File: src/rtl/reg_file_pkg.sv
// Shared widths, depth helper and packed-bus slicing helpers
// for the multi-port register file.
package reg_file_pkg;

  localparam int RF_ADDR_WIDTH = 5;
  localparam int RF_DATA_WIDTH = 32;
  localparam int RF_NUM_READ   = 2;
  localparam int RF_NUM_WRITE  = 1;
  localparam int RF_CAP        = 1 << RF_ADDR_WIDTH;

  function automatic int rf_cap(input int aw);
    return 1 << aw;
  endfunction

  // Low bit of port idx inside a packed bus of w-bit fields.
  function automatic int rf_lo(input int idx, input int w);
    return idx * w;
  endfunction

endpackage

File: src/rtl/reg_file_read_port.sv
// One registered read port: address mux, write-first bypass
// across all write ports, and the r_data/r_valid registers.
module reg_file_read_port
  import reg_file_pkg::*;
#(
  parameter int ADDR_WIDTH = RF_ADDR_WIDTH,
  parameter int DATA_WIDTH = RF_DATA_WIDTH,
  parameter int NUM_WRITE  = RF_NUM_WRITE,
  parameter int CAP        = rf_cap(ADDR_WIDTH)
) (
  input  logic                  clock,
  input  logic                  reset_n,
  input  logic                  i_en,
  input  logic [ADDR_WIDTH-1:0] i_addr,
  input  logic [DATA_WIDTH-1:0] i_mem   [CAP],
  input  logic [NUM_WRITE-1:0]  i_wen,
  input  logic [ADDR_WIDTH-1:0] i_waddr [NUM_WRITE],
  input  logic [DATA_WIDTH-1:0] i_wdata [NUM_WRITE],
  output logic [DATA_WIDTH-1:0] o_data,
  output logic                  o_valid
);

  logic [DATA_WIDTH-1:0] w_rd;
  logic [DATA_WIDTH-1:0] r_data;
  logic                  r_valid;

  // Ascending scan: the highest matching write port wins.
  always_comb begin
    w_rd = i_mem[i_addr];
    for (int j = 0; j < NUM_WRITE; j++) begin
      if (i_wen[j] && (i_waddr[j] == i_addr)) begin
        w_rd = i_wdata[j];
      end
    end
  end

  always_ff @(posedge clock or negedge reset_n) begin
    if (!reset_n) begin
      r_data  <= '0;
      r_valid <= 1'b0;
    end else begin
      r_valid <= i_en;
      if (i_en) begin
        r_data <= w_rd;
      end
    end
  end

  assign o_data  = r_data;
  assign o_valid = r_valid;

endmodule

File: src/rtl/reg_file_mp.sv
// Multi-port register file, registered reads, write-first bypass.
// Define ZERO_REG_EN to hardwire register 0 to zero.
module reg_file_mp
  import reg_file_pkg::*;
#(
  parameter int ADDR_WIDTH = RF_ADDR_WIDTH,
  parameter int DATA_WIDTH = RF_DATA_WIDTH,
  parameter int NUM_READ   = RF_NUM_READ,
  parameter int NUM_WRITE  = RF_NUM_WRITE
) (
  input  logic                           clock,
  input  logic                           reset_n,
  input  logic [NUM_READ-1:0]            r_en,
  input  logic [NUM_READ*ADDR_WIDTH-1:0] r_addr,
  output logic [NUM_READ*DATA_WIDTH-1:0] r_data,
  output logic [NUM_READ-1:0]            r_valid,
  input  logic [NUM_WRITE-1:0]           w_en,
  input  logic [NUM_WRITE*ADDR_WIDTH-1:0] w_addr,
  input  logic [NUM_WRITE*DATA_WIDTH-1:0] w_data
);

  localparam int CAP = rf_cap(ADDR_WIDTH);

`ifdef ZERO_REG_EN
  localparam bit ZERO_REG = 1'b1;
`else
  localparam bit ZERO_REG = 1'b0;
`endif

  logic [ADDR_WIDTH-1:0] w_waddr [NUM_WRITE];
  logic [DATA_WIDTH-1:0] w_wdata [NUM_WRITE];
  logic [NUM_WRITE-1:0]  w_wen;
  logic [DATA_WIDTH-1:0] w_mem   [CAP];

  // Writes to a hardwired zero register vanish before collision and bypass.
  for (genvar j = 0; j < NUM_WRITE; j++) begin : g_wr
    assign w_waddr[j] = w_addr[rf_lo(j, ADDR_WIDTH) +: ADDR_WIDTH];
    assign w_wdata[j] = w_data[rf_lo(j, DATA_WIDTH) +: DATA_WIDTH];
    assign w_wen[j]   = w_en[j] & ~(ZERO_REG & ~(|w_waddr[j]));
  end

  for (genvar k = 0; k < CAP; k++) begin : g_ent
    if (ZERO_REG && (k == 0)) begin : g_zero
      assign w_mem[k] = '0;
    end else begin : g_reg
      logic [DATA_WIDTH-1:0] r_q;

      always_ff @(posedge clock or negedge reset_n) begin
        if (!reset_n) begin
          r_q <= '0;
        end else begin
          for (int j = 0; j < NUM_WRITE; j++) begin
            if (w_wen[j] && (w_waddr[j] == ADDR_WIDTH'(k))) begin
              r_q <= w_wdata[j];
            end
          end
        end
      end

      assign w_mem[k] = r_q;
    end
  end

  for (genvar i = 0; i < NUM_READ; i++) begin : g_rd
    reg_file_read_port #(
      .ADDR_WIDTH (ADDR_WIDTH),
      .DATA_WIDTH (DATA_WIDTH),
      .NUM_WRITE  (NUM_WRITE),
      .CAP        (CAP)
    ) u_rp (
      .clock   (clock),
      .reset_n (reset_n),
      .i_en    (r_en[i]),
      .i_addr  (r_addr[rf_lo(i, ADDR_WIDTH) +: ADDR_WIDTH]),
      .i_mem   (w_mem),
      .i_wen   (w_wen),
      .i_waddr (w_waddr),
      .i_wdata (w_wdata),
      .o_data  (r_data[rf_lo(i, DATA_WIDTH) +: DATA_WIDTH]),
      .o_valid (r_valid[i])
    );
  end

endmodule
File: config.mk
export PLATFORM = sky130hd
export DESIGN_NAME = reg_file_mp
export DESIGN_NICKNAME = d
export VERILOG_FILES = /design/src/rtl/reg_file_pkg.sv /design/src/rtl/reg_file_read_port.sv /design/src/rtl/reg_file_mp.sv
export SDC_FILE = /design/constraint.sdc
export NUM_CORES = 2
export LEC_CHECK = 0
export CORE_MARGIN = 4
export CORE_UTILIZATION = 57
export CTS_CLUSTER_DIAMETER = 120
export DETAILED_ROUTE_END_ITERATION = 8
export GPL_TIMING_DRIVEN = 1
export PLACE_DENSITY = 0.75
export RECOVER_POWER = 25
export SYNTH_ARGS = -nofsm -noshare
export SYNTH_HDL_FRONTEND = slang
export SYNTH_SLANG_ARGS = --single-unit
File: constraint.sdc
create_clock -name clock -period 1.9 [get_ports clock]
set_input_delay 0.285 -clock clock [delete_from_list [all_inputs] [get_ports clock]]
set_output_delay 0.285 -clock clock [all_outputs]
set_load 0.005 [all_outputs]
# Word level (Yosys, flattened, before mapping)
# Cells that the tools add are included.
[totals]
inputBits = 52
word_cells = 116
out_inout_bits = 66
register_bits = 1090
[classes]
n_bitwise = 2
n_eq_ne = 33
magnitude_cmp = 2
n_reduce_logical = 35
n_mux = 8
[op_table]
columns = ["cell", "count"]
rows = [
  ["binary-select mux 32 bit (select 5 bit)", 2],
  ["2-to-1 mux 32 bit", 6],
  ["equality test 5 bit (second input constant)", 16],
  ["equality test 5 x 4 -> 1 bit (second input constant)", 8],
  ["logical AND 1 bit", 34],
  ["equality test 5 x 3 -> 1 bit (second input constant)", 4],
  [">= comparator 6 bit (second input constant)", 2],
  ["NOT 5 -> 6 bit", 2],
  ["equality test 5 x 2 -> 1 bit (second input constant)", 2],
  ["equality test 5 bit", 2],
  ["equality test 5 x 1 -> 1 bit (second input constant)", 1],
  ["logical NOT 5 bit", 1],
]

# Longest topological paths before layout
[depth]
word_depth = 5
ltp_mapped = 10

# Cells and area by module
# Synthesis repeated with hierarchy kept, for this count alone.
[unflattened]
hier_cells = 3661
hier_area_um2 = 57537.7
[by_module_without_submodules]
columns = ["mod", "instances", "area_each_um2", "seq_area_each_um2", "cells_each"]
rows = [
  ["reg_file_mp", 1, 38334.3, 25624.6, 2291],
  ["reg_file_read_port", 2, 9601.7, 825.8, 685],
]

# Worst setup path after synthesis
# OpenSTA, ideal clock, no wires.
[synth_timing]
path_kind = "input port to flip-flop"
from = "input port r_addr[6]"
to = "register g_rd[1].u_rp.r_data[14]"
setup_slack_ps = -364
arrival_ps = 2138
setup_time_ps = 126
required_time_ps = 1774
path_buffers = 3
cell_stages = 8
path_cell_list = "buf_2 -> buf_2 -> clkbuf_1 -> mux4_2 -> mux4_2 -> nor2_1 -> nor4_1 -> a221o_1"
[synth_between]
elab_chain_len = 5
word_cells_on_any_way = 7
classes_between = "eq/ne (1); mux (4); bitwise (1); reduce/logical (1)"
[synth_rtl]
columns = ["item", "line_no", "rtl"]
rows = [
  ["from (decl)", "reg_file_mp.sv:14", "input logic [NUM_READ*ADDR_WIDTH-1:0] r_addr,"],
  ["NOT 5 -> 6 bit (not written as such)", "reg_file_read_port.sv:29", "w_rd = i_mem[i_addr];"],
  ["binary-select mux 32 bit (select 5 bit)", "reg_file_read_port.sv:29", ""],
  ["2-to-1 mux 32 bit (not written as such) (2 in a row)", "reg_file_read_port.sv:29", ""],
  ["2-to-1 mux 32 bit *", "reg_file_read_port.sv:31", "if (i_wen[j] && (i_waddr[j] == i_addr)) begin"],
  ["to (signal assigned)", "reg_file_read_port.sv:44", "r_data <= w_rd;"],
  ["to (decl)", "reg_file_read_port.sv:24", "logic [DATA_WIDTH-1:0] r_data;"],
]
# Mark *: on every way between the ends. The rest lies on a longest branch, timed or not. The select of a mux whose other input is x is not followed.
# A chain may end at the register's enable or synchronous reset.

# Worst setup path in the final report
[layout_timing]
from = "register g_ent[15].g_reg.r_q[25]"
to = "register g_rd[1].u_rp.r_data[25]"
[layout_between]
elab_chain_len = 4
[layout_rtl]
columns = ["item", "line_no", "rtl"]
rows = [
  ["from (decl)", "reg_file_mp.sv:46", "logic [DATA_WIDTH-1:0] r_q;"],
  ["from (signal assigned)", "reg_file_mp.sv:54", "r_q <= w_wdata[j];"],
  ["binary-select mux 32 bit (select 5 bit)", "reg_file_read_port.sv:29", ""],
  ["2-to-1 mux 32 bit (not written as such) (2 in a row)", "reg_file_read_port.sv:29", ""],
  ["2-to-1 mux 32 bit", "reg_file_read_port.sv:31", ""],
]
# No other way between the ends. The select of a mux whose other input is x is not followed.

==> results.sh <==
export IMPL_io_pins=118
export IMPL_nets=4078
export IMPL_drc=0
export IMPL_clockBufferDepth=3
export IMPL_firstDrtPassIters=5
export IMPL_ir_drop_v=0.000761
export IMPL_crit_family="multiplexers"
export IMPL_r2r_cells=5
export IMPL_drt_iter0_markers=3581
export IMPL_syn_inst=3605
export IMPL_critical_path_max_stage_delay_ps=540
export IMPL_min_period_over_period_pct=106
export IMPL_die_area_sq_mm=0.105
export IMPL_grt_pass1_wl_um=275000
export IMPL_dp_hpwl_um=122000
export IMPL_hold_class="in2reg"
export IMPL_ys_flop_type="dfrtp_1"
export IMPL_antenna_found_initial=3
export IMPL_critical_path_class="reg2reg"
export IMPL_worstHoldStart="r_addr[9]"
export IMPL_finalCriticalPeriod_ps=2010
export IMPL_crit_path_end_kind="flop"
export IMPL_r2r_end="g_rd[1].u_rp.o_data[25]"
export IMPL_core_sq_mm=0.0986
export IMPL_slowest_stage="mux4_2"
export IMPL_cp_data_arrival_time_ps=2590
export IMPL_grtUsageTotal_pct=36.0
export IMPL_final_antenna_net_count=0
export IMPL_tightest_slew_ps=1140
export IMPL_initial_utilization_pct=57.5
export IMPL_reg2reg_from="g_ent[15].g_reg.r_q[25]"
export IMPL_crit_chain="mux4_2 > mux4_2 > nor2_2 > nor4_2 > a221o_1"
export IMPL_final_cell_mix="dfrtp_1, mux2_2, mux4_2"
export IMPL_critPathRequiredTime_ps=2480
export IMPL_routed_via_density=7.15
export IMPL_setup_viol=40
export IMPL_drt_wirelength_per_cell_um=34.4
export IMPL_area_growth_pct=20.8
export IMPL_fmax_mhz=498
export IMPL_vias=38700
export IMPL_fill_cells=6279
export IMPL_mostFrequentLayoutCell="dfrtp_1"
export IMPL_synth_async_reset_ratio_pct=100
export IMPL_ff2ff_setup_slack_ps=-110
export IMPL_drv_cap=0
export IMPL_yosys_warnings=0
export IMPL_violations="setup timing"
export IMPL_p_leak_uw=0.0298
export IMPL_grt_ovfl_total=0
export IMPL_synth_edf_count=0
export IMPL_power_total_uw=70700
export IMPL_cpMostUsedCell="mux4_2"
export IMPL_cts_buffers=117
export IMPL_fin_skew_ps=21.3
export IMPL_synth_area_sq_mm=0.0567
export IMPL_max_slew_margin_pct=24.1
export IMPL_io_buffers=117
export IMPL_h_tree_depth=3
export IMPL_hold_ws_ps=137
export IMPL_grt_max_degree=92
export IMPL_synthesis_nets=3657
export IMPL_ys_ff_latch=1090
export IMPL_finalWorstSetupSlack_ps=-108
export IMPL_critPathBufInv=0
export IMPL_fp_row_count=115
export IMPL_drive_gt1_share_pct=60.2
export IMPL_routed_wl_um=186000
export IMPL_gp_congestion=0.927
export IMPL_die_h_um=323
export IMPL_hold_viol=0
export IMPL_status="complete, but fails checks"
export IMPL_min_path_cells=4
export IMPL_hold_path_end="g_rd[1].u_rp.o_data[10]"
export IMPL_first_global_vias=41700
export IMPL_yosysUniqueCellTypes=54
export IMPL_cts_sinks=1090
export IMPL_worstSetupStartpoint="g_ent[15].g_reg.r_q[25]"
export IMPL_slew_violations=0
export IMPL_clk_pin_slew_ps=60
export IMPL_cts_tree="built"
export IMPL_rsz0062_at_grt="yes"
export IMPL_seq_area_frac_synth_pct=48.1
export IMPL_clk_latency_ps=720
export IMPL_die_x_um=323
export IMPL_syn_avg_cell_area_sq_um=15.7
export IMPL_cts_root_buf="clkbuf_16"
export IMPL_p_per_area_mw_per_mm2=1030
export IMPL_start_kind="flop"
export IMPL_cp_max_fo=3
-- logic make-up after synthesis --
family	Yosys count	share of synthesized area, %
flops	1090	48.1
simple gates	157	1.37
xor+xnor	10	0.154
mux	1642	43.1
buf+inv	422	3.42
compound gates	284	3.87
-- synth_stat cells, drive strengths merged, types with 12 or more instances --
cell type	number	area (sq um)
mux2	1025	11500
a221oi	36	347
nor2b	12	75.1
a22oi	16	120
nand2	39	146
inv	29	109
o22ai	84	526
buf	152	928
mux4	536	12100
nor3	12	60.1
a221o	54	541
nor4	21	131
nor2	40	150
mux2i	81	811
clkbuf	240	901
a21oi	18	90.1
dfrtp	1090	27300
a2111oi	24	210
o21ai	18	90.1
-- power by group --
part	switching (uW)	leakage (uW)	internal (uW)
logic	5950	0.0140	9660
registers	3490	0.0139	27700
clock network	9790	0.00196	14100
total	19200	0.0298	51500
-- per-layer routing --
layer	wire length, um	GRT usage, %
met1	67200	46.9
met2	86500	56.2
met4	13000	20.0
met3	19200	8.93
met5	37	0
-- area by class of cell --
type                            count  area (sq um)  share of cell area [%]
Clock buffer                      163          3400                    4.97
Clock inverter                     50           604                   0.882
Tap cell                         1287          1610                    2.35
Multi-Input combinational cell   2093         28000                    40.9
Timing Repair Buffer              694          7440                    10.9
Sequential cell                  1090         27300                    39.9
Antenna cell                        1          2.50                 0.00365
Inverter                           30           116                   0.170
-- registers in the layout, summed over array words and instances, names as in the netlist --
signal	count
g_ent.g_reg.r_q	1024
g_rd.u_rp.o_data	64
g_rd.u_rp.o_valid	2
-- per-stage QoR --
| step | setup WS [ps] | cell area, sq um | std cells | utilization, % | TNS, ps |
|---|---|---|---|---|---|
| after floorplan | -218 | 57300 | 3605 | - | -9380 |
| after global placement | -651 | 64100 | 5144 | 65.0 | -501220 |
| after detailed placement | -619 | 64100 | 5144 | 65.0 | -534300 |
| after CTS | -113 | 68300 | 5384 | 69.3 | -1210 |
| after global routing | -163 | 68500 | 5407 | 69.5 | -10370 |
| final | -108 | 68500 | 5408 | 69.5 | -1610 |
-- worst max-delay path by stage --
stage | depth (start not counted) | slack (ps) | endpoint
final | 5 | -110 | g_rd[1].u_rp.o_data[25]
after global routing | 5 | -160 | g_rd[1].u_rp.o_data[25]
after CTS | 5 | -110 | g_rd[1].u_rp.o_data[22]
after detailed placement | 9 | -620 | g_rd[0].u_rp.o_data[24]
after global placement | 8 | -650 | g_rd[1].u_rp.o_data[5]
after floorplan | 8 | -220 | g_rd[1].u_rp.o_data[10]
-- worst min-delay path, delay by kind of cell --
kind	cells	cell delay, ps
AND/OR/NAND/NOR	1	80
AO/OA/AOI/OAI	2	220
buffers and inverters	1	220
-- what timing repair did --
action                                  4_1_cts  5_1_grt
pin swaps                                    11       11
gates resized for setup                     117       37
cloned                                        0        0
hold buffers                                  1        0
endpoints found under the setup margin      103       54
hold endpoints to repair                    416        0
setup buffers                                27       23
No activity file was read; power rests on OpenSTA's default activity.
